<file path="config.mk">
export PLATFORM = sky130hd
export DESIGN_NAME = if_fetch_unit_flat
export DESIGN_NICKNAME = d
export VERILOG_FILES = /design/src/rtl/if_fetch_unit_if.sv /design/src/rtl/if_fetch_unit.sv /design/src/flat_wrapper.sv
export SDC_FILE = /design/constraint.sdc
export NUM_CORES = 1
export LEC_CHECK = 0
export CAP_MARGIN = 0
export CORE_MARGIN = 4
export CORE_UTILIZATION = 63
export CTS_BUF_LIST = sky130_fd_sc_hd__clkbuf_4
export DETAILED_ROUTE_END_ITERATION = 7
export DONT_BUFFER_PORTS = 1
export PLACE_DENSITY_LB_ADDON = 0.08
export SLEW_MARGIN = 20
export SYNTH_ARGS = -nofsm -noshare
export SYNTH_HDL_FRONTEND = slang
export SYNTH_SLANG_ARGS = --single-unit
</file>
<file path="constraint.sdc">
create_clock -name clk -period 3.15 [get_ports clk]
set_input_delay 0.315 -clock clk [delete_from_list [all_inputs] [get_ports clk]]
set_output_delay 0.315 -clock clk [all_outputs]
set_load 0.05 [all_outputs]
</file>
<file path="src/rtl/if_fetch_unit_if.sv">
// Instruction-bus interface between the IF fetch engine and the memory side.
// Latency: none (wires only).
// Backpressure: req/addr are held by the master until the slave pulses ack.
//
// Signals:
//   bus_req   master->slave  fetch request
//   bus_addr  master->slave  fetch address
//   bus_ack   slave->master  read complete this cycle (may coincide with req)
//   bus_rdata slave->master  instruction word, valid with bus_ack
interface if_fetch_unit_if #(
  parameter int ADDR_W = 32
);
  logic              bus_req;
  logic [ADDR_W-1:0] bus_addr;
  logic              bus_ack;
  logic [31:0]       bus_rdata;

  modport master (
    output bus_req,
    output bus_addr,
    input  bus_ack,
    input  bus_rdata
  );

  modport slave (
    input  bus_req,
    input  bus_addr,
    output bus_ack,
    output bus_rdata
  );
endinterface

</file>
<file path="src/rtl/if_fetch_unit.sv">
// IF-stage fetch engine plus IF/ID register, requester side of the stall/flush protocol.
// Latency: bus_ack in cycle N -> inst_valid_o in cycle N+1; zero-wait bus gives 1 instr/cycle.
// Backpressure: stop[0] holds the PC, stop[1] holds IF/ID; an ack arriving while held parks in a 1-entry skid buffer.
//
// Ports:
//   clk, rst                 clock and asynchronous active-low reset
//   stop[5:0]                controller stall vector (bit0 hold PC, bit1 hold IF/ID)
//   flush, new_pc            pipeline redirect from the controller
//   branch_flag/target       ID-stage taken branch
//   bus                      instruction-bus master port (if_fetch_unit_if.master)
//   stop_req                 stall request towards the controller while a fetch waits
//   inst_o/inst_pc_o/inst_valid_o  IF/ID register
//   exc_adel_o               (IF_ADDR_ERR_EN only) misaligned-fetch exception with the slot
//
// Build option: define IF_ADDR_ERR_EN to trap misaligned PCs instead of masking the low bits.
module if_fetch_unit #(
  parameter int              ADDR_W   = 32,
  parameter logic [ADDR_W-1:0] RESET_PC = '0
) (
  input  logic                 clk,
  input  logic                 rst,
  input  logic [5:0]           stop,
  input  logic                 flush,
  input  logic [ADDR_W-1:0]    new_pc,
  input  logic                 branch_flag,
  input  logic [ADDR_W-1:0]    branch_target,
  if_fetch_unit_if.master      bus,
  output logic                 stop_req,
  output logic [31:0]          inst_o,
  output logic [ADDR_W-1:0]    inst_pc_o,
`ifdef IF_ADDR_ERR_EN
  output logic                 exc_adel_o,
`endif
  output logic                 inst_valid_o
);

  typedef enum logic {
    S_FETCH   = 1'b0,
    S_DISCARD = 1'b1
  } state_t;

  state_t              r_state;
  state_t              w_state_nxt;

  // Keeps bus_req low until the first edge after reset release.
  logic                r_run;
  logic [ADDR_W-1:0]   r_pc;
  logic [ADDR_W-1:0]   r_stale_addr;

  logic                r_buf_v;
  logic [31:0]         r_buf_inst;
  logic [ADDR_W-1:0]   r_buf_pc;

  logic                r_inst_v;
  logic [31:0]         r_inst;
  logic [ADDR_W-1:0]   r_inst_pc;

  logic                w_bus_req;
  logic [ADDR_W-1:0]   w_bus_addr;
  logic                w_misal;
  logic                w_fetch_done;
  logic                w_slot_err;
  logic                w_new;
  logic                w_avail;
  logic [31:0]         w_new_inst;

  // Only stop[1:0] concern the IF stage.
  logic                w_unused_stop;
  assign w_unused_stop = &{1'b0, stop[5:2]};

`ifdef IF_ADDR_ERR_EN
  logic                r_buf_exc;
  logic                r_exc;
  assign w_misal = (r_pc[1:0] != 2'b00);
`else
  assign w_misal = 1'b0;
`endif

  // Next state and bus drive. In FETCH the request follows the PC, which cannot
  // move before ack or flush, so req/addr stay stable while waiting. A flush of
  // an outstanding request parks in DISCARD replaying the old address until ack.
  always_comb begin
    w_state_nxt = r_state;
    w_bus_req   = 1'b0;
    w_bus_addr  = r_pc;
    case (r_state)
      S_FETCH: begin
        w_bus_req  = r_run & ~r_buf_v & ~w_misal;
        w_bus_addr = r_pc;
        if (flush && w_bus_req && !bus.bus_ack) begin
          w_state_nxt = S_DISCARD;
        end
      end
      S_DISCARD: begin
        w_bus_req  = 1'b1;
        w_bus_addr = r_stale_addr;
        if (bus.bus_ack) begin
          w_state_nxt = S_FETCH;
        end
      end
      default: begin
        w_state_nxt = S_FETCH;
      end
    endcase
`ifndef IF_ADDR_ERR_EN
    w_bus_addr[1:0] = 2'b00;
`endif
  end

  assign bus.bus_req  = w_bus_req;
  assign bus.bus_addr = w_bus_addr;

  assign stop_req = (w_bus_req & ~bus.bus_ack) | (r_state == S_DISCARD);

  // A new IF slot is either a real fetch completing in FETCH or, with the
  // address-error option, a misaligned PC that is issued without a bus cycle.
  assign w_fetch_done = (r_state == S_FETCH) & w_bus_req & bus.bus_ack;
  assign w_slot_err   = r_run & (r_state == S_FETCH) & ~r_buf_v & w_misal;
  assign w_new        = w_fetch_done | w_slot_err;
  assign w_avail      = w_new | r_buf_v;
  assign w_new_inst   = w_slot_err ? 32'h0 : bus.bus_rdata;

  always_ff @(posedge clk or negedge rst) begin
    if (!rst) begin
      r_state <= S_FETCH;
    end else begin
      r_state <= w_state_nxt;
    end
  end

  always_ff @(posedge clk or negedge rst) begin
    if (!rst) begin
      r_run        <= 1'b0;
      r_pc         <= RESET_PC;
      r_stale_addr <= '0;
    end else begin
      r_run <= 1'b1;
      if (r_state == S_FETCH && w_state_nxt == S_DISCARD) begin
        r_stale_addr <= w_bus_addr;
      end
      if (flush) begin
        r_pc <= new_pc;
      end else if (!stop[0] && w_avail) begin
        r_pc <= branch_flag ? branch_target : r_pc + ADDR_W'(4);
      end
    end
  end

  // IF/ID register and skid buffer. The buffer only fills while IF/ID is held
  // and drains ahead of any new fetch (bus_req is suppressed while it is full).
  always_ff @(posedge clk or negedge rst) begin
    if (!rst) begin
      r_inst_v   <= 1'b0;
      r_inst     <= 32'h0;
      r_inst_pc  <= '0;
      r_buf_v    <= 1'b0;
      r_buf_inst <= 32'h0;
      r_buf_pc   <= '0;
`ifdef IF_ADDR_ERR_EN
      r_buf_exc  <= 1'b0;
      r_exc      <= 1'b0;
`endif
    end else if (flush) begin
      r_inst_v <= 1'b0;
      r_inst   <= 32'h0;
      r_buf_v  <= 1'b0;
`ifdef IF_ADDR_ERR_EN
      r_exc    <= 1'b0;
`endif
    end else if (stop[1]) begin
      if (w_new) begin
        r_buf_v    <= 1'b1;
        r_buf_inst <= w_new_inst;
        r_buf_pc   <= r_pc;
`ifdef IF_ADDR_ERR_EN
        r_buf_exc  <= w_slot_err;
`endif
      end
    end else if (w_avail) begin
      r_inst_v <= 1'b1;
      if (r_buf_v) begin
        r_buf_v   <= 1'b0;
        r_inst    <= r_buf_inst;
        r_inst_pc <= r_buf_pc;
`ifdef IF_ADDR_ERR_EN
        r_exc     <= r_buf_exc;
`endif
      end else begin
        r_inst    <= w_new_inst;
        r_inst_pc <= r_pc;
`ifdef IF_ADDR_ERR_EN
        r_exc     <= w_slot_err;
`endif
      end
    end else begin
      r_inst_v <= 1'b0;
`ifdef IF_ADDR_ERR_EN
      r_exc    <= 1'b0;
`endif
    end
  end

  assign inst_o       = r_inst;
  assign inst_pc_o    = r_inst_pc;
  assign inst_valid_o = r_inst_v;
`ifdef IF_ADDR_ERR_EN
  assign exc_adel_o   = r_exc;
`endif

endmodule

</file>
<file path="src/flat_wrapper.sv">
// flat-port wrapper written by rule: the top's interface ports become plain ports
module if_fetch_unit_flat 
#(
  parameter int              ADDR_W   = 32,
  parameter logic [ADDR_W-1:0] RESET_PC = '0
)
  (clk, rst, stop, flush, new_pc, branch_flag, branch_target, stop_req, inst_o, inst_pc_o, inst_valid_o, bus_bus_req, bus_bus_addr, bus_bus_ack, bus_bus_rdata);
  if_fetch_unit_if #(.ADDR_W(ADDR_W)) bus_i ();
  input  logic clk;
  input  logic rst;
  input  logic [5:0] stop;
  input  logic flush;
  input  logic [ADDR_W-1:0] new_pc;
  input  logic branch_flag;
  input  logic [ADDR_W-1:0] branch_target;
  output logic stop_req;
  output logic [31:0] inst_o;
  output logic [ADDR_W-1:0] inst_pc_o;
  output logic inst_valid_o;
  output wire logic [$bits(bus_i.bus_req)-1:0] bus_bus_req;
  output wire logic [$bits(bus_i.bus_addr)-1:0] bus_bus_addr;
  input wire logic [$bits(bus_i.bus_ack)-1:0] bus_bus_ack;
  input wire logic [$bits(bus_i.bus_rdata)-1:0] bus_bus_rdata;
  assign bus_bus_req = bus_i.bus_req;
  assign bus_bus_addr = bus_i.bus_addr;
  assign bus_i.bus_ack = bus_bus_ack;
  assign bus_i.bus_rdata = bus_bus_rdata;
  if_fetch_unit #(.ADDR_W(ADDR_W), .RESET_PC(RESET_PC)) u_core (.clk(clk), .rst(rst), .stop(stop), .flush(flush), .new_pc(new_pc), .branch_flag(branch_flag), .branch_target(branch_target), .bus(bus_i), .stop_req(stop_req), .inst_o(inst_o), .inst_pc_o(inst_pc_o), .inst_valid_o(inst_valid_o));
endmodule
</file>
==> results of run 1 <==
how the worst min path moves through the flow:
| stage | startpoint | endpoint |
|---|---|---|
| finish | rst | u_core.inst_pc_o[19] |
| detailed placement | rst | u_core.inst_pc_o[19] |
| global route | rst | u_core.inst_pc_o[19] |
| CTS | rst | u_core.inst_pc_o[19] |
| floorplan | rst | u_core.inst_o[0] |
| global placement | rst | u_core.inst_pc_o[19] |
state kept, by name, indices dropped and copies added, names as in the netlist, 30 cells and up:
name and flops:
u_core.inst_o 32, u_core.r_pc 32, u_core.r_buf_pc 32, u_core.inst_pc_o 32, u_core.r_buf_inst 32, u_core.r_stale_addr 30
synthesized netlist by cell type, drive strengths merged, types with 3 or more instances:
cell type	count	area share, %
nor3	10	0.55
inv	9	0.37
dfrtp	194	53
a22oi	3	0.25
and4	3	0.29
buf	11	0.65
a311oi	3	0.29
mux2	110	13
nand4	12	0.95
nor4	3	0.20
o2bb2ai	32	3.1
a21oi	51	2.8
nand2	64	2.6
and2	3	0.20
a31oi	5	0.34
clkbuf	59	2.4
o21ai	66	3.6
a211oi	6	0.55
nor2	24	0.98
or3	11	0.75
or4	5	0.45
mux2i	66	7.2
o21a	5	0.41
o22a	3	0.29
o211ai	9	0.74
o22ai	11	0.75
nand3	10	0.60
o221ai	3	0.29
and3	5	0.34
per-layer routing:
metal | global-route usage, % | share of wire [%] | vias to the layer above | routed length [µm]
li1 | - | - | 3067 | -
met1 | 36.4 | 40 | 3380 | 9280
met2 | 46.5 | 49 | 309 | 11500
met3 | 6.85 | 7.4 | 74 | 1720
met4 | 14.1 | 3.9 | 0 | 904
met5 | 0 | 0 | - | 0
layout make-up:
cell class                 count  share of cell area, %
clock buffer                  22                   1.61
tap                          180                   2.19
inverter                      11                  0.401
clock inverter                10                   1.08
antenna                        1                 0.0243
sequential                   194                   47.2
timing repair buffer          90                   8.37
multi-input combinational    543                   39.1
metrics by stage:
step | utilization [%] | std cells | hold slack (ps)
final | 73.0 | 1051 | -585
after global routing | 73.0 | 1051 | -642
after CTS | 73.0 | 1050 | -621
after detailed placement | 65.7 | 944 | 24.9
after global placement | 65.7 | 944 | 24.8
after floorplan | - | 818 | 19.4
worst max-delay path: stages, from the launching register on:
cell and delay [ps]:
dfrtp_1 600, nand4_2 250, or4_1 740, or3b_2 520, o211ai_1 100, a21oi_1 80, dlygate4sd3_1 550
cell families (layout without fill, tap and decap cells):
group,Yosys count,count (layout)
AO/OA/AOI/OAI,205,205
flip-flops,194,194
multiplexers,176,176
AND/OR/NAND/NOR,158,158
buffers and inverters,81,133
other,2,4
adder cells (fa/ha/maj),1,1
power by group through the flow:
| stage | sequential (W) | combinational, W | clock (W) |
|---|---|---|---|
| after floorplan | 0.00378 | 0.00114 | 0 |
| after global placement | 0.00392 | 0.00121 | 0 |
| after global routing | 0.00400 | 0.00149 | 0.00144 |
| after detailed placement | 0.00397 | 0.00126 | 0 |
| after CTS | 0.00391 | 0.00137 | 0.00135 |
| final | 0.00392 | 0.00137 | 0.00133 |
==> flow_summary_export.csv, run 1 <==
group,metric,value,unit
sta,layout_setup_ws,220,ps
synth,yosys_register_bits,194,
floorplanning,die_h,129,µm
synth,synth_compound_area_share,14.1,%
final_layout,final_common_cell,"dfrtp_1",
clock_tree,worstSkewPairLatency,560,ps
pwr,vdd_drop_max,0.611,mV
synth,syn_inst,817,
pwr,power_density,643,nW/µm²
synth,synth_area,9180,µm²
synth,synth_simple_gate_area_share,8.56,%
clock_tree,cts_tree,"built",
grt,grt_first_pass_wirelength,37200,µm
clock_tree,ctsHoldBuffers,74,
floorplanning,core_area,14100,µm²
final_layout,finish.instance_area,10300,µm²
synth,synthArstFlopShare,100,%
worst_setup_path,path_max_fanout,12,
grt,grt_max_degree,195,
sta,period_share,93.0,%
grt,grt_pass1_vias,7089,
worst_hold_path,hold_path_class,"in2async",
synth,synth_top_family_by_area,"multiplexers",
sta,hold_viol,194,
clock_tree,clock_path_buffers,2,
floorplanning,die_width,129,µm
clock_tree,post-cts-setup-buffers,0,
synth,synth_fa_ha_area_share,0.136,%
sta,min_period,2930,ps
worst_setup_path,r2r_setup_slack,220,ps
worst_setup_path,cp.required,3620,ps
route,dr.pass1.iters,5,
synth,synth_edf_count,0,
pwr,clockPowerShare,20.1,%
final_layout,most-common-layout-cells,"192 x dfrtp_1, 110 x mux2_2, 74 x dlygate4sd3_1",
route,avgViaCountPerCell,6.50,
sta,worst_pin_slew,995,ps
grt,antenna_found_initial,1,
worst_setup_path,critPathCaptureType,"flop",
worst_setup_path,timing.rr.end,"u_core.r_pc[15]",
pwr,intPower,0.00413,W
final_layout,multiInputGateArea,4020,µm²
floorplanning,pin_count,206,
route,wl_per_cell,22.3,µm
flow_run,cap_violations,0,
sta,max_freq,341,MHz
run_status,failed_checks,"negative hold slack",
clock_tree,htreeDepth,4,
worst_setup_path,critPathCapture,"u_core.r_pc[15]",
sta,drv_slew,0,
clock_tree,clkSinkCount,194,
clock_tree,cts_resized,0,
route,drt_wl_total,23400,µm
synth,seq_area_frac_synth,52.9,%
sta,holdWs,-585,ps
sta,final-setup-viol-count,0,
place,placedInstanceArea,9270,µm²
worst_setup_path,r2r.worst_path.cells,6,
place,place_ws,587,ps
final_layout,seqCellArea,4860,µm²
synth,ys_warn_count,0,
floorplanning,start_util,65.1,%
synth,syn_area_per_cell,11.2,µm²
pwr,p_sw,0.00248,W
grt,track_usage,28.7,%
place,port-buffer-count,0,
synth,ys_types,50,
route,drtIter0Drc,461,
grt,overflow,0,
pwr,total_power,0.00662,W
route,vias,6830,
final_layout,fin_nets,965,
floorplanning,rows,43,
clock_tree,path_clk_slew,150,ps
clock_tree,clockRootBuffer,"clkbuf_4",
place,hpwlAfterDp,14800,µm
synth,synth_xor_area_share,0,%
sta,rsz0062_at_grt,"false",
worst_setup_path,arrival,3400,ps
synth,synthFlopType,"dfrtp_1",
route,detail-route-antenna-nets,0,
synth,synth_mux_area_share,20.7,%
pwr,power.leakage,4.21,nW
floorplanning,die_area,16600,µm²
pwr,seqPwrFrac,59.3,%
place,gp_congestion,0.881,
run_status,status,"complete, but fails checks",
route,drc,0,
sta,slew_headroom,33.6,%
final_layout,fillers,1024,
pwr,combPwrFrac,20.7,%
worst_setup_path,reg2reg_from,"u_core.r_pc[5]",
sta,skew,21.9,ps
worst_setup_path,cp-start-kind,"flop",
final_layout,drive_above_1_share,19.4,%
final_layout,area_delta_synth_final,12.0,%
clock_tree,cts_buffers,17,
worst_setup_path,path_class,"reg2reg",
pwr,switching_share,37.5,%
worst_setup_path,cp-startpoint,"u_core.r_pc[5]",
sta,setup_tns,0,ps
Note: power is estimated with default switching activity, not from simulation.
==> run 2, diff against run 1 <==
CORE_UTILIZATION = 70   (was 63)
==> run 2 against run 1 <==
  * The flow still finishes with violations (negative hold slack)
  * Worst setup slack got worse by 50 ps
  * Clock skew shrank 1.4 ps
  * Non-clock buffer count did not move
  * Largest power group unchanged
==> flow_summary_export.csv, run 2 (synthesis results as in run 1) <==
group,metric,value,unit
sta,min_period,2980,ps
pwr,p_sw,0.00251,W
floorplanning,core_area,12700,µm²
route,wl_per_cell,22.6,µm
floorplanning,die_h,123,µm
run_status,status,"complete, but fails checks",
sta,max_freq,336,MHz
route,met2WireLength,11600,µm
final_layout,area_delta_synth_final,12.0,%
grt,grt_first_pass_wirelength,37500,µm
worst_setup_path,arrival,3450,ps
place,hpwlAfterDp,14700,µm
worst_hold_path,hold_path_class,"in2async",
floorplanning,die_width,123,µm
sta,setup_tns,0,ps
route,avgViaCountPerCell,6.66,
floorplanning,die_area,15000,µm²
clock_tree,clockRootBuffer,"clkbuf_4",
place,place_ws,816,ps
sta,drv_slew,0,
route,top_layer,"met4",
sta,rsz0062_at_grt,"false",
clock_tree,cts_resized,0,
worst_setup_path,cp_slowest_cell,"or4_1",
clock_tree,ctsHoldBuffers,73,
final_layout,finish.utilization,80.8,%
final_layout,final_common_cell,"dfrtp_1",
pwr,combPwrFrac,20.9,%
clock_tree,clock_path_buffers,2,
grt,track_usage,32.2,%
pwr,seqPwrFrac,59.1,%
route,drtIter0Drc,611,
grt,overflow,0,
worst_setup_path,path_cells,"nand4_2, or4_1, or3b_2, o211ai_1, a21oi_1, dlygate4sd3_1",
worst_setup_path,path_max_fanout,12,
final_layout,most-common-layout-cells,"193 x dfrtp_1, 110 x mux2_2, 73 x dlygate4sd3_1",
final_layout,fillers,781,
pwr,switching_share,37.9,%
final_layout,finish.instance_area,10300,µm²
pwr,power.leakage,4.21,nW
run_status,failed_checks,"negative hold slack",
worst_setup_path,critPathCaptureType,"flop",
clock_tree,htreeDepth,4,
clock_tree,clkSinkCount,194,
route,dr.pass1.iters,6,
clock_tree,post-cts-setup-buffers,0,
route,detail-route-antenna-nets,0,
route,vias,6959,
pwr,power_density,644,nW/µm²
route,drt-met1-wl,9090,µm
pwr,clockPowerShare,19.9,%
clock_tree,cts_buffers,17,
sta,skew,20.5,ps
sta,slew_headroom,34.4,%
floorplanning,start_util,72.2,%
flow_run,cap_violations,0,
worst_setup_path,path_class,"reg2reg",
pwr,total_power,0.00662,W
clock_tree,path_clk_slew,150,ps
route,drc,0,
sta,final-setup-viol-count,0,
clock_tree,cts_tree,"built",
route,met3_length,2200,µm
sta,holdWs,-581,ps
pwr,intPower,0.00411,W
final_layout,fin_nets,965,
sta,worst_pin_slew,981,ps
place,placedInstanceArea,9260,µm²
sta,period_share,94.6,%
sta,hold_viol,194,
floorplanning,rows,41,
worst_setup_path,cp-start-kind,"flop",
grt,grt_pass1_vias,7094,
grt,grt_max_degree,195,
clock_tree,worstSkewPairLatency,580,ps
worst_setup_path,critPathMaxStageDelay,750,ps
route,drt_wl_total,23600,µm
grt,antenna_found_initial,2,
final_layout,drive_above_1_share,19.5,%
sta,layout_setup_ws,170,ps
worst_setup_path,cp.required,3620,ps
place,port-buffer-count,0,
floorplanning,pin_count,206,
pwr,vdd_drop_max,0.426,mV
place,gp_congestion,0.889,
run 2: changes by cell type in the layout (fill, tap and decap cells not counted), sizes merged:
cell	previous run	this run
buf	16	17
clkbuf	22	19
clkinv	6	8
diode	1	3
dlygate4sd3	74	73
inv	10	11
run 2: final timing paths:
| kind | startpoint | endpoint | slack (ps) | cells after the start |
|---|---|---|---|---|
| max | u_core.r_pc[5] | u_core.r_pc[15] | 170 | 6 |
| min | rst | u_core.inst_pc_o[21] | -580 | 0 |
| max reg2reg | u_core.r_pc[5] | u_core.r_pc[15] | 170 | 6 |
| min reg2reg | u_core.r_stale_addr[14] | u_core.r_stale_addr[14] | 500 | 2 |
| max in group asynchronous | rst | u_core.r_buf_pc[11] | 3450 | 0 |
| min in group clk | branch_target[9] | u_core.r_pc[9] | 40 | 3 |
run 2: power groups by stage:
| stage | registers, W | clock network [W] | logic, W |
|---|---|---|---|
| floorplan | 0.00378 | 0 | 0.00114 |
| global placement | 0.00390 | 0 | 0.00121 |
| detailed placement | 0.00395 | 0 | 0.00127 |
| CTS | 0.00390 | 0.00132 | 0.00137 |
| global route | 0.00398 | 0.00143 | 0.00150 |
| finish | 0.00391 | 0.00132 | 0.00139 |
run 2: through the flow:
stage | hold slack [ps] | std cells
final | -581 | 1045
after global routing | -622 | 1044
after floorplan | 19.4 | 818
after global placement | 23.6 | 937
after CTS | -621 | 1042
after detailed placement | 23.6 | 937
run 2: layout make-up:
cell class                      count  area, µm²  share of cell area [%]
Antenna cell                        3       7.51                  0.0730
Timing Repair Buffer               90        858                    8.35
Clock buffer                       19        143                    1.39
Clock inverter                     13        135                    1.31
Inverter                           11       41.3                   0.402
Multi-Input combinational cell    543       4020                    39.1
Sequential cell                   194       4860                    47.3
Tap cell                          172        215                    2.09
run 2: critical path: cells and delay by family, from the launching register on:
family                 cells  cell delay, ps
AOI/OAI and AO/OA          2             200
buffers and inverters      1             580
DFF                        1             600
and+or+nand+nor            3            1510
run 2: per-layer routing:
metal / up-vias / GRT usage, %
li1: 3074 / -
met1: 3407 / 41.9
met2: 403 / 51.7
met3: 75 / 8.66
met4: 0 / 13.6
met5: - / 0
